$ cat config.mk
export PLATFORM = sky130hd
export DESIGN_NAME = psum_drain_ctrl
export DESIGN_NICKNAME = d
export VERILOG_FILES = /design/src/rtl/psum_drain_ctrl.sv
export SDC_FILE = /design/constraint.sdc
export NUM_CORES = 1
export LEC_CHECK = 0
export ABC_CLOCK_PERIOD_IN_PS = 4000
export BUFFER_PORTS_ARGS = -buffer_cell sky130_fd_sc_hd__buf_4
export CORE_UTILIZATION = 40
export CTS_CLUSTER_DIAMETER = 150
export CTS_CLUSTER_SIZE = 40
export DETAILED_ROUTE_END_ITERATION = 6
export PLACE_DENSITY = 0.61
export SYNTH_ARGS = -nofsm -noshare
export SYNTH_HDL_FRONTEND = slang
export SYNTH_SLANG_ARGS = --single-unit
$ cat constraint.sdc
create_clock -name clk -period 4 [get_ports clk]
set_clock_uncertainty 0.1 [all_clocks]
set_input_delay 0.8 -clock clk [delete_from_list [all_inputs] [get_ports clk]]
set_output_delay 0.8 -clock clk [all_outputs]
set_load 0.01 [all_outputs]
$ cat src/rtl/psum_drain_ctrl.sv
// Drains one output row of psums from the four cluster GLBs into a 3-deep FIFO and streams 4-lane words downstream.
// First word valid 3 cycles after SETTLE ends. Reads are throttled by FIFO space plus outstanding reads, so out_ready=0 never loses data.
module psum_drain_ctrl #(
    parameter int DATA_BITWIDTH  = 16,
    parameter int ADDR_BITWIDTH  = 10,
    parameter int X_dim          = 8,
    parameter int NUM_ROWS       = 8,
    parameter int PSUM_LOAD_ADDR = 0,
    parameter int SETTLE_CYCLES  = 8
) (
    input  logic                       clk,
    input  logic                       reset,
    input  logic                       compute_done,
    output logic                       r_req_psum,
    output logic [ADDR_BITWIDTH-1:0]   r_addr_psum,
    input  logic [DATA_BITWIDTH-1:0]   r_data_psum_west_0,
    input  logic [DATA_BITWIDTH-1:0]   r_data_psum_west_1,
    input  logic [DATA_BITWIDTH-1:0]   r_data_psum_east_0,
    input  logic [DATA_BITWIDTH-1:0]   r_data_psum_east_1,
    output logic                       out_valid,
    input  logic                       out_ready,
    output logic [4*DATA_BITWIDTH-1:0] out_data,
    output logic [7:0]                 out_row,
    output logic [7:0]                 out_col,
    output logic                       row_done,
    output logic                       tile_done,
    output logic                       busy
);
    localparam int SW = (SETTLE_CYCLES > 1) ? $clog2(SETTLE_CYCLES) : 1;

    typedef enum logic [1:0] {IDLE, SETTLE, READ, DRAIN} state_t;

    typedef struct packed {
        logic [7:0]                 row;
        logic [7:0]                 col;
        logic [4*DATA_BITWIDTH-1:0] dat;
    } fifo_ent_t;

    state_t                   r_state, w_next;
    logic                     r_cd_prev;
    logic [SW-1:0]            r_settle_cnt;
    logic [7:0]               r_row, r_col, r_req_col, r_rvalid_col;
    logic                     r_rvalid;
    fifo_ent_t                r_fifo [0:2];
    logic [1:0]               r_wr_ptr, r_rd_ptr, r_count;

    logic                     w_cd_rise, w_settle_last, w_pop, w_push, w_credit, w_issue;
    logic                     w_last_col, w_drained;
    logic [2:0]               w_occ;
    logic [ADDR_BITWIDTH-1:0] w_addr;
    fifo_ent_t                w_push_ent;

    assign w_cd_rise     = compute_done & ~r_cd_prev;
    assign w_settle_last = (r_state == SETTLE) && (r_settle_cnt == SW'(SETTLE_CYCLES - 1));
    assign out_valid     = (r_count != 2'd0);
    assign w_pop         = out_valid & out_ready;
    assign w_push        = r_rvalid;
    // Requests on the wire and data being captured both hold a future FIFO slot; a pop frees one this cycle.
    assign w_occ         = 3'(r_count) + 3'(r_req_psum) + 3'(r_rvalid);
    assign w_credit      = w_occ < (3'd3 + 3'(w_pop));
    assign w_issue       = (w_settle_last || (r_state == READ)) && w_credit;
    assign w_last_col    = (r_col == 8'(X_dim - 1));
    assign w_drained     = (r_count == 2'd0) && !r_req_psum && !r_rvalid;
    assign w_addr        = ADDR_BITWIDTH'(PSUM_LOAD_ADDR) + ADDR_BITWIDTH'(r_row) * ADDR_BITWIDTH'(X_dim)
                         + ADDR_BITWIDTH'(r_col);
    assign w_push_ent    = {r_row, r_rvalid_col, r_data_psum_east_1, r_data_psum_east_0,
                            r_data_psum_west_1, r_data_psum_west_0};

    assign row_done  = (r_state == DRAIN) && w_drained;
    assign tile_done = row_done && (r_row == 8'(NUM_ROWS - 1));
    assign busy      = (r_state != IDLE) || out_valid;
    assign out_data  = r_fifo[r_rd_ptr].dat;
    assign out_row   = r_fifo[r_rd_ptr].row;
    assign out_col   = r_fifo[r_rd_ptr].col;

    always_comb begin
        w_next = r_state;
        case (r_state)
            IDLE:    if (w_cd_rise) w_next = SETTLE;
            SETTLE:  if (w_settle_last) w_next = (w_issue && w_last_col) ? DRAIN : READ;
            READ:    if (w_issue && w_last_col) w_next = DRAIN;
            DRAIN:   if (w_drained) w_next = IDLE;
            default: w_next = IDLE;
        endcase
    end

    always_ff @(posedge clk) begin
        if (reset) begin
            r_state      <= IDLE;
            r_cd_prev    <= 1'b0;
            r_settle_cnt <= '0;
            r_row        <= '0;
            r_col        <= '0;
            r_req_psum   <= 1'b0;
            r_addr_psum  <= '0;
            r_req_col    <= '0;
            r_rvalid     <= 1'b0;
            r_rvalid_col <= '0;
            r_wr_ptr     <= '0;
            r_rd_ptr     <= '0;
            r_count      <= '0;
            for (int i = 0; i < 3; i++) r_fifo[i] <= '0;
        end else begin
            r_state      <= w_next;
            r_cd_prev    <= compute_done;
            r_settle_cnt <= (r_state == SETTLE) ? r_settle_cnt + SW'(1) : '0;
            r_req_psum   <= w_issue;
            if (w_issue) begin
                r_addr_psum <= w_addr;
                r_req_col   <= r_col;
                r_col       <= w_last_col ? 8'd0 : r_col + 8'd1;
            end
            // GLB data lands one cycle after the request; the column tag follows it.
            r_rvalid     <= r_req_psum;
            r_rvalid_col <= r_req_col;
            if (w_push) begin
                r_fifo[r_wr_ptr] <= w_push_ent;
                r_wr_ptr         <= (r_wr_ptr == 2'd2) ? 2'd0 : r_wr_ptr + 2'd1;
            end
            if (w_pop) r_rd_ptr <= (r_rd_ptr == 2'd2) ? 2'd0 : r_rd_ptr + 2'd1;
            r_count <= r_count + 2'(w_push) - 2'(w_pop);
            if (row_done) r_row <= tile_done ? 8'd0 : r_row + 8'd1;
        end
    end
endmodule

==> flow_summary.toml, run 1 <==
[power]
power.leakage_nw = 6.760
power.switching_mw = 2.131
power_frac_comb_pct = 21.6
sw_frac_of_total_pct = 26.21
p_int_mw = 5.999
power_density_mw_per_mm2 = 452.8
p_seq_share_pct = 56.6
p_clk_share_pct = 21.8
ir_drop_v = 0.0003694

[logic_synthesis]
synthCells = 967
yosys_register_bits = 375
synth_top_area_cell = "edfxtp_1"
yosys_warnings = 0
ys_async_sr_fraction_pct = 0
yosys.area_share.adder_pct = 1.689
ys_seq_area_share_pct = 68.18
synth_compound_area_share_pct = 1.872
synthMuxAreaShare_pct = 11.67
synthTopCellsByCount = "edfxtp_1, and2_1, and3_1"
synth-simple-area-share_pct = 13.33
synth_ff_type = "edfxtp_1"
synth_area_mm2 = 0.01571
syn_nets = 1055
post-synth-top-count-cell = "edfxtp_1"
synth_edf_count = 320
synth_top_area_share_pct = 61.17
synth_xor_area_share_pct = 1.059
synth.area.top_cells = "edfxtp_1, mux4_2, dfxtp_1"
synthDistinctLibCells = 57
avgSynthCellArea_um2 = 16.24
synth_top_family_by_area = "simple AND/OR/NAND/NOR gates"

[floorplan]
core_mm2 = 0.03865
start_util_pct = 40.65
io_pins = 163
rows = 72
dieWidth_um = 200.2
dieArea_mm2 = 0.04007
die_y_um = 200.2

[setup_path]
cp_slowest_cell = "nor4_1"
critPathLaunch = "r_rvalid"
crit_path_max_incr_delay_ns = 0.54
crit_arrival_ns = 2.39
crit_type = "reg2out"
timing.rr.start = "r_rvalid"
worstPathCellList = "nor4_1, nand4_1, nor3_1, buf_4"
crit_path_start_kind = "flip-flop"
cp.required_ns = 3.10
worstPathMaxFanout = 9
endpoint_kind = "primary output"

[global_route]
grt_util_all_layers_pct = 16.88
grt.overflow.total = 0
grt_max_degree = 82
grt_pass1_wl_um = 52280
grt_pass1_vias = 8855
antenna_found_initial = 0

[cells_and_area]
n_antenna_cell = 0
area_growth_pct = 14.30
drive_above_1_share_pct = 27.26
stdcell_count = 1622
utilization_pct = 46.46
final_nets = 1186

[detailed_routing]
dr_total_vias = 8360
post_drt_wl_per_cell_um = 20.82
remaining_drc_errors = 0
drt-total-wl_um = 33770
initialDrtViolationCount = 584
drt_pass1_iterations = 5
final_antenna_net_count = 0
vias_per_cell = 5.154

[clock_tree]
postCtsHoldBufs = 0
cts_setup_buffers = 0
cts_made_buffers = 13
h-tree-depth = 1
ctsResizeCount = 0
cts_tree = "yes"
clk_pin_slew_ns = 0.11
insertion_delay_ns = 0.51
cts.sinks = 375
clock-root-buffer = "clkbuf_16"
clk_path_buf_depth = 3

[sta]
finalSetupTns_ns = 0
period_needed_ns = 3.292
whs_ns = 0.3328
drv_slew = 0
setup_viol = 0
worstMarginPinSlew_ns = 1.021
fmax_ghz = 0.3038
final_hold_viol_count = 0
relSlewSlack_pct = 31.95
fin_crit_sh_pct = 82.29
rsz0062_at_grt = "no"

[place]
gp_congestion = 0.7776
portBuffers = 162
dp_hpwl_um = 19080
place_inst = 1601

[worst_hold_path]
hp-start = "r_settle_cnt[0]"
min_path_type = "reg2reg"

[status]
status = "finished, final reports clean"

[job]
cap_violations = 0
-- state kept, by name (all words and copies together) (netlist names), named ones only --
| signal | cells |
|---|---|
| r_req_psum | 1 |
| r_col | 8 |
| r_settle_cnt | 3 |
| r_row | 8 |
| r_rd_ptr | 2 |
| r_req_col | 5 |
| r_state | 2 |
| r_rvalid_col | 8 |
| r_fifo | 320 |
| r_count | 2 |
| r_addr_psum | 10 |
| r_rvalid | 1 |
| r_wr_ptr | 2 |
| r_cd_prev | 1 |
-- cells in the final DEF, fill, tap and decap left out, types with 10 or more instances in the layout --
cell	instances
nor2_1	25
and3_1	86
a21oi_1	15
xnor2_1	10
edfxtp_1	320
nand2_1	23
mux4_2	80
buf_4	173
dfxtp_1	53
nor2b_1	15
ha_1	18
clkbuf_16	13
inv_1	12
and2_1	157
-- metrics by stage --
step / worst slack [ns] / power [mW] / area [um^2]
after global placement: 0.8753 / 6.470 / 17570
after global routing: 0.5597 / 8.511 / 17950
final: 0.7084 / 8.130 / 17950
after floorplan: 0.3916 / 5.735 / 15710
after detailed placement: 0.8159 / 6.486 / 17570
after CTS: 0.7255 / 8.236 / 17950
-- worst max-delay path: cells and delay by family (launching register included) --
kind	cells	cell delay (ns)
buffers and inverters	1	0.22
DFF	1	0.45
and+or+nand+nor	3	1.23
-- cell type report --
type	instances	area [um^2]
fill	3388	20690
sequential	375	10720
multi-input combinational	514	4683
timing repair buffer	182	1479
tap	518	648.1
clock buffer	20	351.6
inverter	12	45.04
clock inverter	1	30.03
-- cell families (layout without fill, tap and decap cells) --
kind of cell | Yosys count | after routing
flip-flops | 375 | 375
AO/OA/AOI/OAI | 40 | 40
adder cells (fa/ha/maj) | 20 | 20
AND/OR/NAND/NOR | 352 | 352
multiplexers | 83 | 83
buffers and inverters | 78 | 215
XOR/XNOR | 19 | 19
-- power groups by stage --
stage,clock network [mW],registers [mW],logic (mW)
finish,1.77,4.61,1.75
global route,1.96,4.64,1.91
CTS,1.83,4.61,1.79
detailed placement,0,4.70,1.78
global placement,0,4.70,1.77
floorplan,0,4.61,1.12
-- final timing paths --
kind | cells past startpoint | slack, ns | to
worst max-delay path | 4 | 0.71 | tile_done
worst min-delay path | 1 | 0.33 | r_settle_cnt[0]
worst max register to register | 8 | 0.79 | r_col[4]
worst min register to register | 1 | 0.33 | r_settle_cnt[0]
-- per-layer routing --
metal	global-route usage [%]	wire [um]	vias to the layer above
li1	-	-	3882
met1	23.27	15270	4291
met2	29.18	16780	169
met3	2.018	1390	18
met4	2.637	333	0
met5	0	0	-
No activity file was read; power rests on OpenSTA's default activity.
==> inputs of run 2 (changes only) <==
ABC_CLOCK_PERIOD_IN_PS = 2700   (was 4000)
PLACE_DENSITY = 0.63   (was 0.61)
clock period = 2.7 ns   (was 4 ns; I/O delays follow)
==> flow_summary.toml, run 2 (synthesis gave the netlist of run 1 again) <==
[floorplan]
die_y_um = 200.2
start_util_pct = 40.65
dieWidth_um = 200.2
core_mm2 = 0.03865
io_pins = 163
dieArea_mm2 = 0.04007
rows = 72

[cells_and_area]
area_growth_pct = 15.70
final_common_cell = "edfxtp_1"
reg_top3 = "r_fifo x320, r_addr_psum x10"
largest_register_ffs = 320
final_cell_mix = "edfxtp_1, buf_4, and2_1"
top_register = "r_fifo"
drive_above_1_share_pct = 28.53
n_antenna_cell = 0
final_nets = 1200

[setup_path]
crit_path_start_kind = "flip-flop"
endpoint_kind = "primary output"
worstPathMaxFanout = 5
crit_type = "reg2out"
crit_arrival_ns = 1.99
cp.required_ns = 2.06

[global_route]
top_usage_layer = "met2"
grt_pass1_vias = 8941
grt_util_all_layers_pct = 16.99
antenna_found_initial = 0
met1_usage_pct = 23.29
grt_max_degree = 82
grt_pass1_wl_um = 52720
met2_usage_pct = 29.61
grtUsageMet3_pct = 2.050
grt.overflow.total = 0

[power]
ir_drop_v = 0.0005814
power.leakage_nw = 6.868
power_density_mw_per_mm2 = 671.3
total_power_mw = 12.20

[detailed_routing]
remaining_drc_errors = 0
post_drt_wl_per_cell_um = 20.82
drt-total-wl_um = 34060
final_antenna_net_count = 0
drt_pass1_iterations = 5
dr_total_vias = 8434
initialDrtViolationCount = 479
vias_per_cell = 5.155

[sta]
worst_slack_ns = 0.06836
setup_viol = 0
relSlewSlack_pct = 37.05
period_needed_ns = 2.632
fin_crit_sh_pct = 97.47
rsz0062_at_grt = "yes"
final_hold_viol_count = 0
fmax_ghz = 0.3800
drv_slew = 0
worstMarginPinSlew_ns = 0.9443

[place]
dp_hpwl_um = 19540
portBuffers = 162
gp_congestion = 0.8019
place_ws_ns = 0.1491

[status]
status = "finished, final reports clean"

[clock_tree]
cts_tree = "yes"
cts_made_buffers = 13
postCtsHoldBufs = 0
h-tree-depth = 1
clock-root-buffer = "clkbuf_16"
insertion_delay_ns = 0.52
cts.sinks = 375
clk_path_buf_depth = 3
clk_pin_slew_ns = 0.14

[worst_hold_path]
min_path_type = "in2reg"

[job]
cap_violations = 0
[run 2: area by class of cell]
cell class,instances,area [um^2]
fillers,3347,20470
flip-flops and latches,375,10720
multi-input cells,514,4710
repair buffers,196,1670
well taps,518,648.1
clock buffers,20,351.6
inverters,12,45.04
clock inverters,1,30.03
[run 2: what timing repair did]
item | in CTS | in global routing
pin swaps | 1 | 3
gates resized for setup | 3 | 7
setup endpoints to repair | 2 | 7
buffers inserted | 0 | 2
[run 2: through the flow]
| step | std cells | hold WS (ns) | setup TNS, ns | instance area (um^2) | utilization, % |
|---|---|---|---|---|---|
| global route | 1636 | 0.07794 | -0.02958 | 18170 | 47.03 |
| floorplan | 967 | 0.3049 | 0 | 15720 | - |
| CTS | 1634 | 0.07674 | 0 | 18140 | 46.93 |
| finish | 1636 | 0.1080 | 0 | 18170 | 47.03 |
| global placement | 1613 | 0.3141 | 0 | 17740 | 45.90 |
| detailed placement | 1613 | 0.3197 | 0 | 17740 | 45.90 |
[run 2: critical path, stage by stage, from the launching register on]
cell and delay [ns]:
dfxtp_2 0.35, buf_6 0.13, nor4_4 0.31, nand4_1 0.22, nor3_4 0.31, buf_6 0.15
[run 2: power breakdown]
| part | internal (mW) | switching [mW] |
|---|---|---|
| logic | 1.47 | 1.34 |
| registers | 6.59 | 0.163 |
| clock network | 0.945 | 1.70 |
| total | 9.00 | 3.20 |
[run 2: per-layer routing]
layer	up-vias	routed length, um
met4	0	345
met2	194	17000
met3	22	1488
li1	3908	-
met1	4310	15220
met5	-	0
[run 2: path summary, 6_finish.rpt]
kind / startpoint / to / slack [ns] / cells past startpoint
max: r_count[0] / tile_done / 0.07 / 5
min: r_data_psum_west_0[0] / r_fifo[3][0] / 0.11 / 1
max reg2reg: r_req_psum / r_state[0] / 0.12 / 9
min reg2reg: r_settle_cnt[0] / r_settle_cnt[0] / 0.33 / 1
